$ cat config.mk
export PLATFORM = sky130hd
export DESIGN_NAME = seg7_scan_driver
export DESIGN_NICKNAME = d
export VERILOG_FILES = /design/src/rtl/seg7_scan_driver.sv
export SDC_FILE = /design/constraint.sdc
export NUM_CORES = 1
export LEC_CHECK = 0
export BUFFER_PORTS_ARGS = -buffer_cell sky130_fd_sc_hd__buf_2
export CORE_MARGIN = 4
export CORE_UTILIZATION = 60
export CTS_BUF_LIST = sky130_fd_sc_hd__clkbuf_2
export DETAILED_ROUTE_END_ITERATION = 10
export PLACE_DENSITY = 0.8
export SETUP_SLACK_MARGIN = 0.3
export SLEW_MARGIN = 5
export SYNTH_ARGS = -nofsm -noshare
export SYNTH_HDL_FRONTEND = slang
export SYNTH_SLANG_ARGS = --single-unit
$ cat constraint.sdc
create_clock -name clk -period 2.75 [get_ports clk]
set_input_delay 0.275 -clock clk [delete_from_list [all_inputs] [get_ports clk]]
set_output_delay 0.275 -clock clk [all_outputs]
set_load 0.01 [all_outputs]
$ cat src/rtl/seg7_scan_driver.sv
// Four-digit hex 7-segment scan driver.
// Latches bus writes, commits them only at frame boundaries, and time-multiplexes
// the decoded digits onto a shared {an[3:0], seg[7:0]} active-low word.
module seg7_scan_driver #(
    parameter int unsigned SCAN_DIV     = 100000,
    parameter int unsigned BLANK_CYCLES = 16
) (
    input  logic        clk,
    input  logic        reset,
    input  logic        wr_en,
    input  logic [31:0] wr_data,
    output logic        pending,
    output logic        frame_done,
    output logic [11:0] digital
);

    localparam int unsigned CNT_W = $clog2(SCAN_DIV);

    generate
        if (SCAN_DIV < 4) begin : g_bad_scan_div
            $error("seg7_scan_driver: SCAN_DIV must be >= 4");
        end
        if (BLANK_CYCLES < 1 || BLANK_CYCLES > SCAN_DIV - 2) begin : g_bad_blank
            $error("seg7_scan_driver: BLANK_CYCLES must be in 1..SCAN_DIV-2");
        end
    endgenerate

    logic [CNT_W-1:0] cnt;
    logic [1:0]       idx;
    logic [23:0]      pend_data;
    logic [23:0]      shadow;
    logic             slot_end;
    logic             boundary;
    logic [11:0]      digital_next;

    // Top byte of the bus word carries nothing for this block.
    logic unused_wr_data;
    assign unused_wr_data = ^wr_data[31:24];

    // Shadow layout mirrors wr_data[23:0].
    logic [15:0] shadow_val;
    logic [3:0]  shadow_dp;
    logic [3:0]  shadow_en;
    assign shadow_val = shadow[15:0];
    assign shadow_dp  = shadow[19:16];
    assign shadow_en  = shadow[23:20];

    assign slot_end = (cnt == CNT_W'(SCAN_DIV - 1));
    assign boundary = slot_end && (idx == 2'd3);

    // Active-low gfedcba pattern for one hex nibble.
    function automatic logic [6:0] hex_decode(input logic [3:0] nib);
        logic [6:0] s;
        unique case (nib)
            4'h0: s = 7'h40;
            4'h1: s = 7'h79;
            4'h2: s = 7'h24;
            4'h3: s = 7'h30;
            4'h4: s = 7'h19;
            4'h5: s = 7'h12;
            4'h6: s = 7'h02;
            4'h7: s = 7'h78;
            4'h8: s = 7'h00;
            4'h9: s = 7'h10;
            4'hA: s = 7'h08;
            4'hB: s = 7'h03;
            4'hC: s = 7'h46;
            4'hD: s = 7'h21;
            4'hE: s = 7'h06;
            default: s = 7'h0E;
        endcase
        return s;
    endfunction

    // Slot prescaler and digit index; idx wraps naturally at 2 bits.
    always_ff @(posedge clk or posedge reset) begin
        if (reset) begin
            cnt <= '0;
            idx <= 2'd0;
        end else if (slot_end) begin
            cnt <= '0;
            idx <= idx + 2'd1;
        end else begin
            cnt <= cnt + CNT_W'(1);
        end
    end

    // Registered pulse lands on the first cycle of the next frame.
    always_ff @(posedge clk or posedge reset) begin
        if (reset) begin
            frame_done <= 1'b0;
        end else begin
            frame_done <= boundary;
        end
    end

    // Writes park in pend_data; only the boundary cycle updates the displayed shadow,
    // and a write landing exactly on the boundary bypasses the older pending value.
    always_ff @(posedge clk or posedge reset) begin
        if (reset) begin
            pend_data <= '0;
            shadow    <= '0;
            pending   <= 1'b0;
        end else if (boundary) begin
            if (wr_en) begin
                shadow  <= wr_data[23:0];
                pending <= 1'b0;
            end else if (pending) begin
                shadow  <= pend_data;
                pending <= 1'b0;
            end
        end else if (wr_en) begin
            pend_data <= wr_data[23:0];
            pending   <= 1'b1;
        end
    end

    // Dark during the blank window or for disabled digits; otherwise drive one anode.
    always_comb begin
        digital_next = 12'hFFF;
        if (cnt >= CNT_W'(BLANK_CYCLES) && shadow_en[idx]) begin
            digital_next = {~(4'b0001 << idx), ~shadow_dp[idx],
                            hex_decode(shadow_val[{idx, 2'b00} +: 4])};
        end
    end

    // One-cycle registered output stage.
    always_ff @(posedge clk or posedge reset) begin
        if (reset) begin
            digital <= 12'hFFF;
        end else begin
            digital <= digital_next;
        end
    end

endmodule
==> results of run 1 <==
area by class of cell:
class                           count  area (um^2)
Timing Repair Buffer               78          554
Multi-Input combinational cell    228         1800
Clock inverter                      5         48.8
Tap cell                           77         96.3
Sequential cell                    81         2040
Clock buffer                       11         55.1
Inverter                           34          129
Fill cell                         441         1730
cells in the final DEF, fill, tap and decap left out, drive strengths merged, types with 2 or more instances in the layout:
master	instances
a221oi	21
a2bb2oi	2
a21boi	2
clkinv	6
xor2	8
xnor2	8
dfrtp	69
dfstp	12
nor2b	2
nor2	44
o311ai	3
o21ai	5
and3	4
nand4	4
a21oi	2
o22ai	22
and2	2
nor4	4
nand2	19
buf	52
a211oi	2
dlygate4sd3	26
ha	12
nor3	2
mux4	5
o31ai	2
or4	2
inv	31
mux2	29
nand3	12
clkbuf	11
mux2i	5
flip-flops by register name (all words and copies together) (netlist names):
register    cells
frame_done      1
pending         1
digital        12
pend_data      24
idx             2
cnt            17
shadow         24
synth_stat cells (all sizes together), types with 3 or more instances:
master / instances / area [um^2]
nand2: 19 / 71.3
o311ai: 3 / 26.3
inv: 32 / 120
mux4: 5 / 113
o21ai: 5 / 25.0
a221oi: 21 / 184
xnor2: 8 / 70.1
xor2: 8 / 70.1
mux2i: 5 / 50.1
clkbuf: 11 / 41.3
o22ai: 22 / 138
buf: 8 / 63.8
nor2: 43 / 169
and3: 4 / 25.0
dfrtp: 69 / 1730
nand4: 4 / 25.0
dfstp: 12 / 315
ha: 12 / 150
nand3: 12 / 60.1
nor4: 4 / 40.0
mux2: 29 / 402
tightest hold or removal path: stages:
cell and delay, ps:
dlygate4sd3_1 530, buf_2 120, clkinv_2 430
cell families (layout without fill, tap and decap cells):
kind of cell	Yosys count	in the layout	share of synthesized area [%]
simple gates	96	97	11.3
fa+ha+maj	12	12	3.70
flops	81	81	50.3
mux	39	39	13.9
buf+inv	53	128	5.74
xor+xnor	16	16	3.45
compound gates	64	64	11.5
worst max-delay path by stage:
stage | from | end | slack [ps] | cells past startpoint
floorplan | reset | cnt[0]$_DFF_PP0_ | 410 | 1
finish | cnt[11]$_DFF_PP0_ | shadow[1]$_DFFE_PP0P_ | 380 | 6
global route | cnt[11]$_DFF_PP0_ | shadow[0]$_DFFE_PP0P_ | 270 | 6
detailed placement | cnt[0]$_DFF_PP0_ | pend_data[11]$_DFFE_PP0P_ | 290 | 6
global placement | cnt[0]$_DFF_PP0_ | pend_data[12]$_DFFE_PP0P_ | 350 | 6
CTS | cnt[0]$_DFF_PP0_ | shadow[1]$_DFFE_PP0P_ | 260 | 7
power by group through the flow:
stage                     registers (mW)  logic, mW  clock network (mW)
after floorplan                     1.26      0.101                   0
after global placement              1.27      0.138                   0
after detailed placement            1.27      0.142                   0
after CTS                           1.25      0.170               0.609
after global routing                1.26      0.189               0.666
final                               1.25      0.171               0.603
per-stage QoR:
stage          setup WS [ps]  hold slack, ps
2_1_floorplan            415             403
3_3_place_gp             349             373
3_5_place_dp             286             376
4_1_cts                  262            24.3
5_1_grt                  273             346
6_report                 385             326
what timing repair did:
| item | CTS | global route |
|---|---|---|
| gates resized for setup | 0 | 5 |
| pin swaps | 1 | 1 |
| hold buffers | 25 | 1 |
| buffers inserted | 0 | 1 |
| endpoints found under the setup margin | 5 | 38 |
| hold endpoints to repair | 78 | 1 |
| cloned | 1 | 0 |
layer usage:
layer	track usage, %	wire (um)	vias up
met5	0	0	-
met4	6.89	181	0
met3	6.59	551	20
met2	37.3	4440	131
met1	30.0	3640	1532
li1	-	-	1434
==> impl_metrics.csv, run 1 <==
group,metric,value,unit
status,status,"finished, final reports clean",
grt,grt_max_degree,39,
cts,clock-sinks,81,
timing,hold_viol,0,
floorplan,initial_core_util,62.8,%
power,intPower,1.54,mW
min_path,hp-class,"in -> async",
cts,htree_levels,3,
timing,rsz0062_at_grt,"yes",
cts,clock_latency,520,ps
logic_synthesis,synth_nets,408,
power,seqPwrFrac,61.8,%
logic_synthesis,yosysWarnings,0,
power,power.leakage,2.16,nW
layout,finish.utilization,73.2,%
detailed_routing,drt_iter0_markers,190,
worst_setup_path,critPathMaxFanout,26,
logic_synthesis,syn-instance-count,361,
layout,post-route-cell-area,0.00473,mm^2
timing,finalSetupViolations,0,
layout,layout-drive-gt1-share,27.2,%
timing,fin_skew,33.7,ps
logic_synthesis,ys.flop_type,"dfrtp_1",
timing,clock.fmax,423,MHz
power,power_switching_share,24.2,%
detailed_routing,first_pass_iters,7,
layout,area_growth,16.6,%
timing,relSlewSlack,57.4,%
logic_synthesis,synth_area,0.00406,mm^2
power,ir_drop,0.438,mV
cts,cts_tree,"done",
logic_synthesis,synth_edf_count,0,
cts,clk_pin_slew_worst_paths,220,ps
logic_synthesis,synth-seq-area-share,50.3,%
floorplan,fp.dieArea,0.00814,mm^2
logic_synthesis,ys_ff_latch,81,
worst_setup_path,ff2ff_setup_slack,380,ps
worst_setup_path,cp_slowest_cell,"or4_4",
floorplan,rows,29,
worst_setup_path,crit_buf_inv,1,
worst_setup_path,crit_chain,"or4_4, nor4_4, and3_4, buf_6, nor2b_1, a2bb2oi_1",
logic_synthesis,synthDistinctLibCells,43,
detailed_routing,remaining_drc_errors,0,
placement,dp_hpwl,5580,um
grt,antenna_found_initial,0,
worst_setup_path,endpoint_kind,"register",
placement,place_inst,470,
timing,tns,0,ps
grt,grt_pass1_vias,3091,
layout,antenna_cells,0,
worst_setup_path,rr_startpoint,"cnt[11]$_DFF_PP0_",
detailed_routing,wl,8810,um
floorplan,pin_count,49,
timing,worst_slew_pin_slew,638,ps
detailed_routing,wire_per_inst,17.1,um
grt,grt_overflow_total,0,
cts,cts_inserted_buffers,9,
logic_synthesis,avgSynthCellArea,11.2,um^2
detailed_routing,ant_nets,0,
power,combPwrFrac,8.5,%
worst_setup_path,cp_top_family,"simple AND/OR/NAND/NOR gates",
placement,io_buffer_count,40,
worst_setup_path,startpoint_type,"register",
worst_setup_path,rr_worst_depth,6,
layout,fin_cells,514,
grt,grt_pass1_wl,15100,um
power,power,2.03,mW
power,p_per_area,429,mW/mm^2
detailed_routing,viasPerCell,6.06,
cts,max-clock-path-buffers,2,
grt,grt_usage,22.9,%
timing,finalCritPeriodShare,86.0,%
cts,root_buffer,"clkbuf_2",
timing,finalCriticalPeriod,2370,ps
worst_setup_path,slowest_delay,560,ps
power,p_sw,0.492,mW
floorplan,die_x,90.2,um
worst_setup_path,crit_arrival,2810,ps
logic_synthesis,synth-async-reset-ratio,100,%
timing,slew_violations,0,
placement,gp_congestion,0.792,
detailed_routing,vias,3117,
worst_setup_path,worstReg2RegEnd,"shadow[1]$_DFFE_PP0P_",
job,maxCapViolCount,0,
floorplan,core_area,0.00646,mm^2
power,p_clk_share,29.7,%
worst_setup_path,worstSetupPathType,"reg -> reg",
placement,place_area,0.00433,mm^2
floorplan,fp.dieH,90.2,um
worst_setup_path,cp.required,3200,ps
layout,nNetsFinal,479,
(Power assumes the default switching activity.)
==> inputs of run 2 (changes only) <==
- CORE_ASPECT_RATIO: default -> 0.9
==> run 2 against run 1 <==
Net effect: clock skew fell by 0.95 ps; wire length increased by 0.57%; non-clock buffer count unchanged; critical path depth did not move; cell count rose by 2.3%; cell area is 0.50% higher; sequential share of layout area decreased by 0.19 points.
==> impl_metrics.csv, run 2 (same netlist as run 1, synthesis figures left out) <==
group,metric,value,unit
worst_setup_path,worstSetupPathType,"reg -> reg",
worst_setup_path,cp.required,3180,ps
floorplan,pin_count,49,
power,p_per_area,447,mW/mm^2
layout,top_regs,"pend_data (24), shadow (24), cnt (17)",
grt,grt_usage,24.7,%
floorplan,rows,28,
worst_setup_path,rr_startpoint,"cnt[0]$_DFF_PP0_",
detailed_routing,first_pass_iters,4,
min_path,hp-start,"wr_data[9]",
power,ir_drop,0.387,mV
timing,setup_slack,268,ps
power,power.leakage,2.18,nW
worst_setup_path,ff2ff_setup_slack,270,ps
placement,post-place-ws,265,ps
floorplan,core_area,0.00659,mm^2
min_path,hold_depth,2,
grt,grt_overflow_total,0,
cts,htree_levels,3,
timing,rsz0062_at_grt,"yes",
grt,grt_max_degree,53,
layout,area_growth,17.2,%
cts,cts_hold_buffers,26,
worst_setup_path,crit_arrival,2920,ps
cts,max-clock-path-buffers,2,
detailed_routing,vias,3076,
status,status,"finished, final reports clean",
floorplan,fp.dieArea,0.00814,mm^2
placement,dp_hpwl,5740,um
timing,clock.fmax,403,MHz
detailed_routing,drt_iter0_markers,188,
placement,gp_congestion,0.832,
layout,fin_cells,526,
layout,antenna_cells,0,
worst_setup_path,worstReg2RegEnd,"pend_data[9]$_DFFE_PP0P_",
timing,relSlewSlack,35.4,%
timing,hold_viol,0,
detailed_routing,wire_per_inst,16.9,um
job,maxCapViolCount,0,
placement,io_buffer_count,40,
cts,clock-sinks,81,
worst_setup_path,endpoint_kind,"register",
timing,fin_skew,32.7,ps
layout,layout-drive-gt1-share,27.8,%
floorplan,initial_core_util,61.6,%
layout,final_common_cell,"dfrtp_1",
layout,finish.utilization,72.2,%
cts,clk_pin_slew_worst_paths,190,ps
layout,layout_common_cells,"dfrtp_1, nor2_1, buf_2, inv_1, dlygate4sd3_1",
worst_setup_path,startpoint_type,"register",
cts,post_cts_buffers,0,
timing,worst_slew_pin_slew,966,ps
detailed_routing,ant_nets,0,
grt,grt_pass1_vias,3123,
floorplan,die_x,94.7,um
floorplan,fp.dieH,86.0,um
timing,slew_violations,0,
layout,nNetsFinal,478,
detailed_routing,remaining_drc_errors,0,
timing,finalCriticalPeriod,2480,ps
worst_setup_path,rr_worst_depth,6,
cts,cts_inserted_buffers,9,
timing,tns,0,ps
detailed_routing,wl,8860,um
cts,cts_tree,"done",
detailed_routing,viasPerCell,5.85,
cts,root_buffer,"clkbuf_2",
timing,finalCritPeriodShare,90.3,%
min_path,min_to,"pend_data[9]$_DFFE_PP0P_",
placement,place_inst,484,
cts,clock_latency,540,ps
grt,antenna_found_initial,0,
grt,grt_pass1_wl,15600,um
timing,finalSetupViolations,0,
min_path,hp-class,"in -> reg",
power,power,2.12,mW
worst_setup_path,critPathMaxFanout,24,
## run 2: cell types whose count changed in the layout (fill, tap and decap cells not counted), sizes merged
cell,before,now
clkinv,6,5
clkinvlp,1,0
clkbuf,11,12
bufinv,1,2
nor2,44,43
## run 2: cell type report
cell class | instances | area, um^2
sequential | 81 | 2040
fill | 480 | 1830
multi-input combinational | 227 | 1790
timing repair buffer | 78 | 551
inverter | 34 | 129
tap | 90 | 113
clock inverter | 4 | 70.1
clock buffer | 12 | 60.1
## run 2: worst max path at each step
stage	from	slack, ps	cells after the start	end
after floorplan	reset	410	1	cnt[0]$_DFF_PP0_
after global placement	cnt[0]$_DFF_PP0_	330	6	pend_data[10]$_DFFE_PP0P_
after detailed placement	cnt[0]$_DFF_PP0_	260	6	pend_data[9]$_DFFE_PP0P_
after CTS	cnt[0]$_DFF_PP0_	230	6	pend_data[9]$_DFFE_PP0P_
after global routing	cnt[0]$_DFF_PP0_	120	6	pend_data[9]$_DFFE_PP0P_
final	cnt[0]$_DFF_PP0_	270	6	pend_data[9]$_DFFE_PP0P_
## run 2: worst max-delay path: stages, from the launching register on
cell and delay [ps]:
dfrtp_1 460, ha_1 240, nand3_1 200, nor4_2 100, and3_1 230, nor2_4 740
mux2_2 420
## run 2: stage by stage
step | cell area [um^2] | hold WS, ps
finish | 4750 | 2.80
floorplan | 4060 | 403
global placement | 4360 | 475
CTS | 4750 | -19.4
global route | 4750 | -26.8
detailed placement | 4360 | 486
## run 2: power by group
part           internal (mW)  switching (mW)
Sequential              1.23          0.0232
Combinational         0.0979          0.0720
Clock                  0.310           0.392
Total                   1.64           0.487
## run 2: layer usage
metal	wire length [um]	vias up	global-route usage (%)
met2	4460	99	40.7
met3	500	9	6.67
li1	-	1430	-
met1	3800	1538	32.3
met4	102	0	6.82
met5	0	-	0
## run 2: timing repair
item / in CTS / in global routing
hold endpoints to repair: 92 / 1
gates resized for setup: 0 / 2
cloned: 0 / 0
pin swaps: 0 / 0
endpoints found under the setup margin: 7 / 42
==> inputs of run 3 (changes only) <==
- CORE_ASPECT_RATIO: 0.9 -> 2
- CTS_CLUSTER_DIAMETER: default -> 50
==> run 3 against run 2 <==
Net effect: core utilization shrank 0.080 points; worst setup slack improved by 110 ps; clock skew grew 5.5 ps; non-clock buffer count up 3; sequential power about the same; via count shrank 0.33%; critical path type unchanged; flip-flop and latch count is the same; wire length increased by 1.7%; highest routed layer unchanged; sequential share of layout area is 0.18 points lower; critical endpoint is now shadow[10]$_DFFE_PP0P_; largest power group unchanged; combinational power is 3% higher; die area grew 0.96%.
==> impl_metrics.csv, run 3 (same netlist as run 1, synthesis figures left out) <==
group,metric,value,unit
status,status,"finished, final reports clean",
cts,clock-sinks,81,
grt,grt_max_degree,43,
timing,finalCritPeriodShare,86.2,%
min_path,hp-class,"in -> async",
cts,root_buffer,"clkbuf_2",
worst_setup_path,cp.required,3180,ps
timing,worst_slew_pin_slew,697,ps
detailed_routing,drt_iter0_markers,163,
timing,tns,0,ps
detailed_routing,viasPerCell,5.80,
grt,grt_pass1_wl,14500,um
floorplan,fp.dieH,124,um
floorplan,die_x,66.1,um
timing,rsz0062_at_grt,"yes",
detailed_routing,remaining_drc_errors,0,
grt,grt_pass1_vias,3119,
timing,finalSetupViolations,0,
power,power,1.93,mW
timing,fin_skew,38.2,ps
placement,gp_congestion,0.898,
grt,grt_usage,22.9,%
worst_setup_path,cp_top_family,"simple AND/OR/NAND/NOR gates",
worst_setup_path,crit_top_cell,"buf_4",
cts,max-clock-path-buffers,2,
cts,cts_inserted_buffers,9,
layout,layout_common_cells,"dfrtp_1, nor2_1, buf_2, inv_1, dlygate4sd3_1",
power,ir_drop,0.446,mV
timing,hold_viol,0,
worst_setup_path,crit_arrival,2800,ps
layout,finish.utilization,72.1,%
floorplan,core_area,0.00662,mm^2
worst_setup_path,worstSetupPathType,"reg -> reg",
placement,io_buffer_count,40,
floorplan,initial_core_util,61.3,%
layout,area_growth,17.7,%
detailed_routing,wire_per_inst,17.0,um
timing,slew_violations,0,
floorplan,rows,42,
timing,clock.fmax,422,MHz
cts,clock_latency,550,ps
cts,clk_pin_slew_worst_paths,230,ps
detailed_routing,wl,9020,um
floorplan,fp.dieArea,0.00822,mm^2
detailed_routing,first_pass_iters,4,
timing,finalCriticalPeriod,2370,ps
detailed_routing,vias,3066,
timing,relSlewSlack,53.5,%
layout,top_regs,"pend_data (24), shadow (24), cnt (17)",
power,power.leakage,2.17,nW
worst_setup_path,ff2ff_setup_slack,380,ps
job,maxCapViolCount,0,
worst_setup_path,critPathMaxFanout,11,
worst_setup_path,startpoint_type,"register",
detailed_routing,ant_nets,0,
cts,cts_tree,"done",
grt,antenna_found_initial,1,
cts,htree_levels,3,
worst_setup_path,crit_chain,"or4_4, nor4_4, buf_4, and3_1, and2_0, buf_4, a221oi_1",
placement,dp_hpwl,5840,um
worst_setup_path,cp_slowest_cell,"or4_4",
worst_setup_path,slowest_delay,550,ps
power,p_per_area,405,mW/mm^2
worst_setup_path,endpoint_kind,"register",
worst_setup_path,crit_buf_inv,2,
grt,grt_overflow_total,0,
layout,final_common_cell,"dfrtp_1",
floorplan,pin_count,49,
layout,layout-drive-gt1-share,28.2,%
layout,nNetsFinal,482,
## run 3: cell types whose count changed in the layout (fill, tap and decap cells not counted), sizes merged
cell | before | now
clkbuf | 12 | 9
clkinv | 5 | 8
buf | 52 | 54
bufinv | 2 | 0
clkinvlp | 0 | 2
diode | 0 | 1
dlygate4sd3 | 26 | 27
nor2 | 43 | 44
## run 3: power breakdown
group / internal (mW) / total (mW) / switching (mW)
registers: 1.23 / 1.25 / 0.0243
clock network: 0.107 / 0.504 / 0.397
logic: 0.100 / 0.175 / 0.0743
total: 1.44 / 1.93 / 0.495
## run 3: worst min-delay path: stages
cell	delay (ps)
dlygate4sd3_1	530
buf_2	120
clkinv_2	470
## run 3: layout make-up
| class | count | area (um^2) |
|---|---|---|
| diodes | 1 | 2.50 |
| flip-flops and latches | 81 | 2040 |
| repair buffers | 81 | 599 |
| multi-input cells | 228 | 1810 |
| clock inverters | 7 | 37.5 |
| fillers | 497 | 1850 |
| well taps | 88 | 110 |
| inverters | 34 | 129 |
| clock buffers | 9 | 45.0 |
## run 3: path summary, 6_finish.rpt
kind | from | to | cells after the start
worst max-delay path | cnt[11]$_DFF_PP0_ | shadow[10]$_DFFE_PP0P_ | 7
min in group clk | wr_data[6] | pend_data[6]$_DFFE_PP0P_ | 3
worst max register to register | cnt[11]$_DFF_PP0_ | shadow[10]$_DFFE_PP0P_ | 7
max in group asynchronous | reset | pend_data[3]$_DFFE_PP0P_ | 4
worst min-delay path | reset | pend_data[22]$_DFFE_PP0P_ | 3
worst min register to register | cnt[14]$_DFF_PP0_ | cnt[14]$_DFF_PP0_ | 1
## run 3: metal layers
metal	part of all wire [%]	global-route usage [%]	up-vias	wire length [um]
li1	-	-	1434	-
met1	37	28.2	1525	3380
met2	56	37.4	90	5040
met3	3.7	4.06	17	338
met4	2.9	11.7	0	257
met5	0	0	-	0
## run 3: repair_timing
action / CTS / global route
endpoints found under the hold margin: 76 / 1
resized for setup: 0 / 11
cloned: 0 / 2
pin swaps: 0 / 1
hold buffers: 26 / 1
setup endpoints to repair: 5 / 51
buffers inserted: 0 / 4
## run 3: stage by stage
step,setup WS (ps),hold WS [ps],instances,area (um^2)
after CTS,248,-53.3,521,4690
after detailed placement,288,408,479,4340
after global routing,240,376,529,4770
final,379,331,529,4770
after floorplan,415,403,361,4060
after global placement,342,394,479,4340
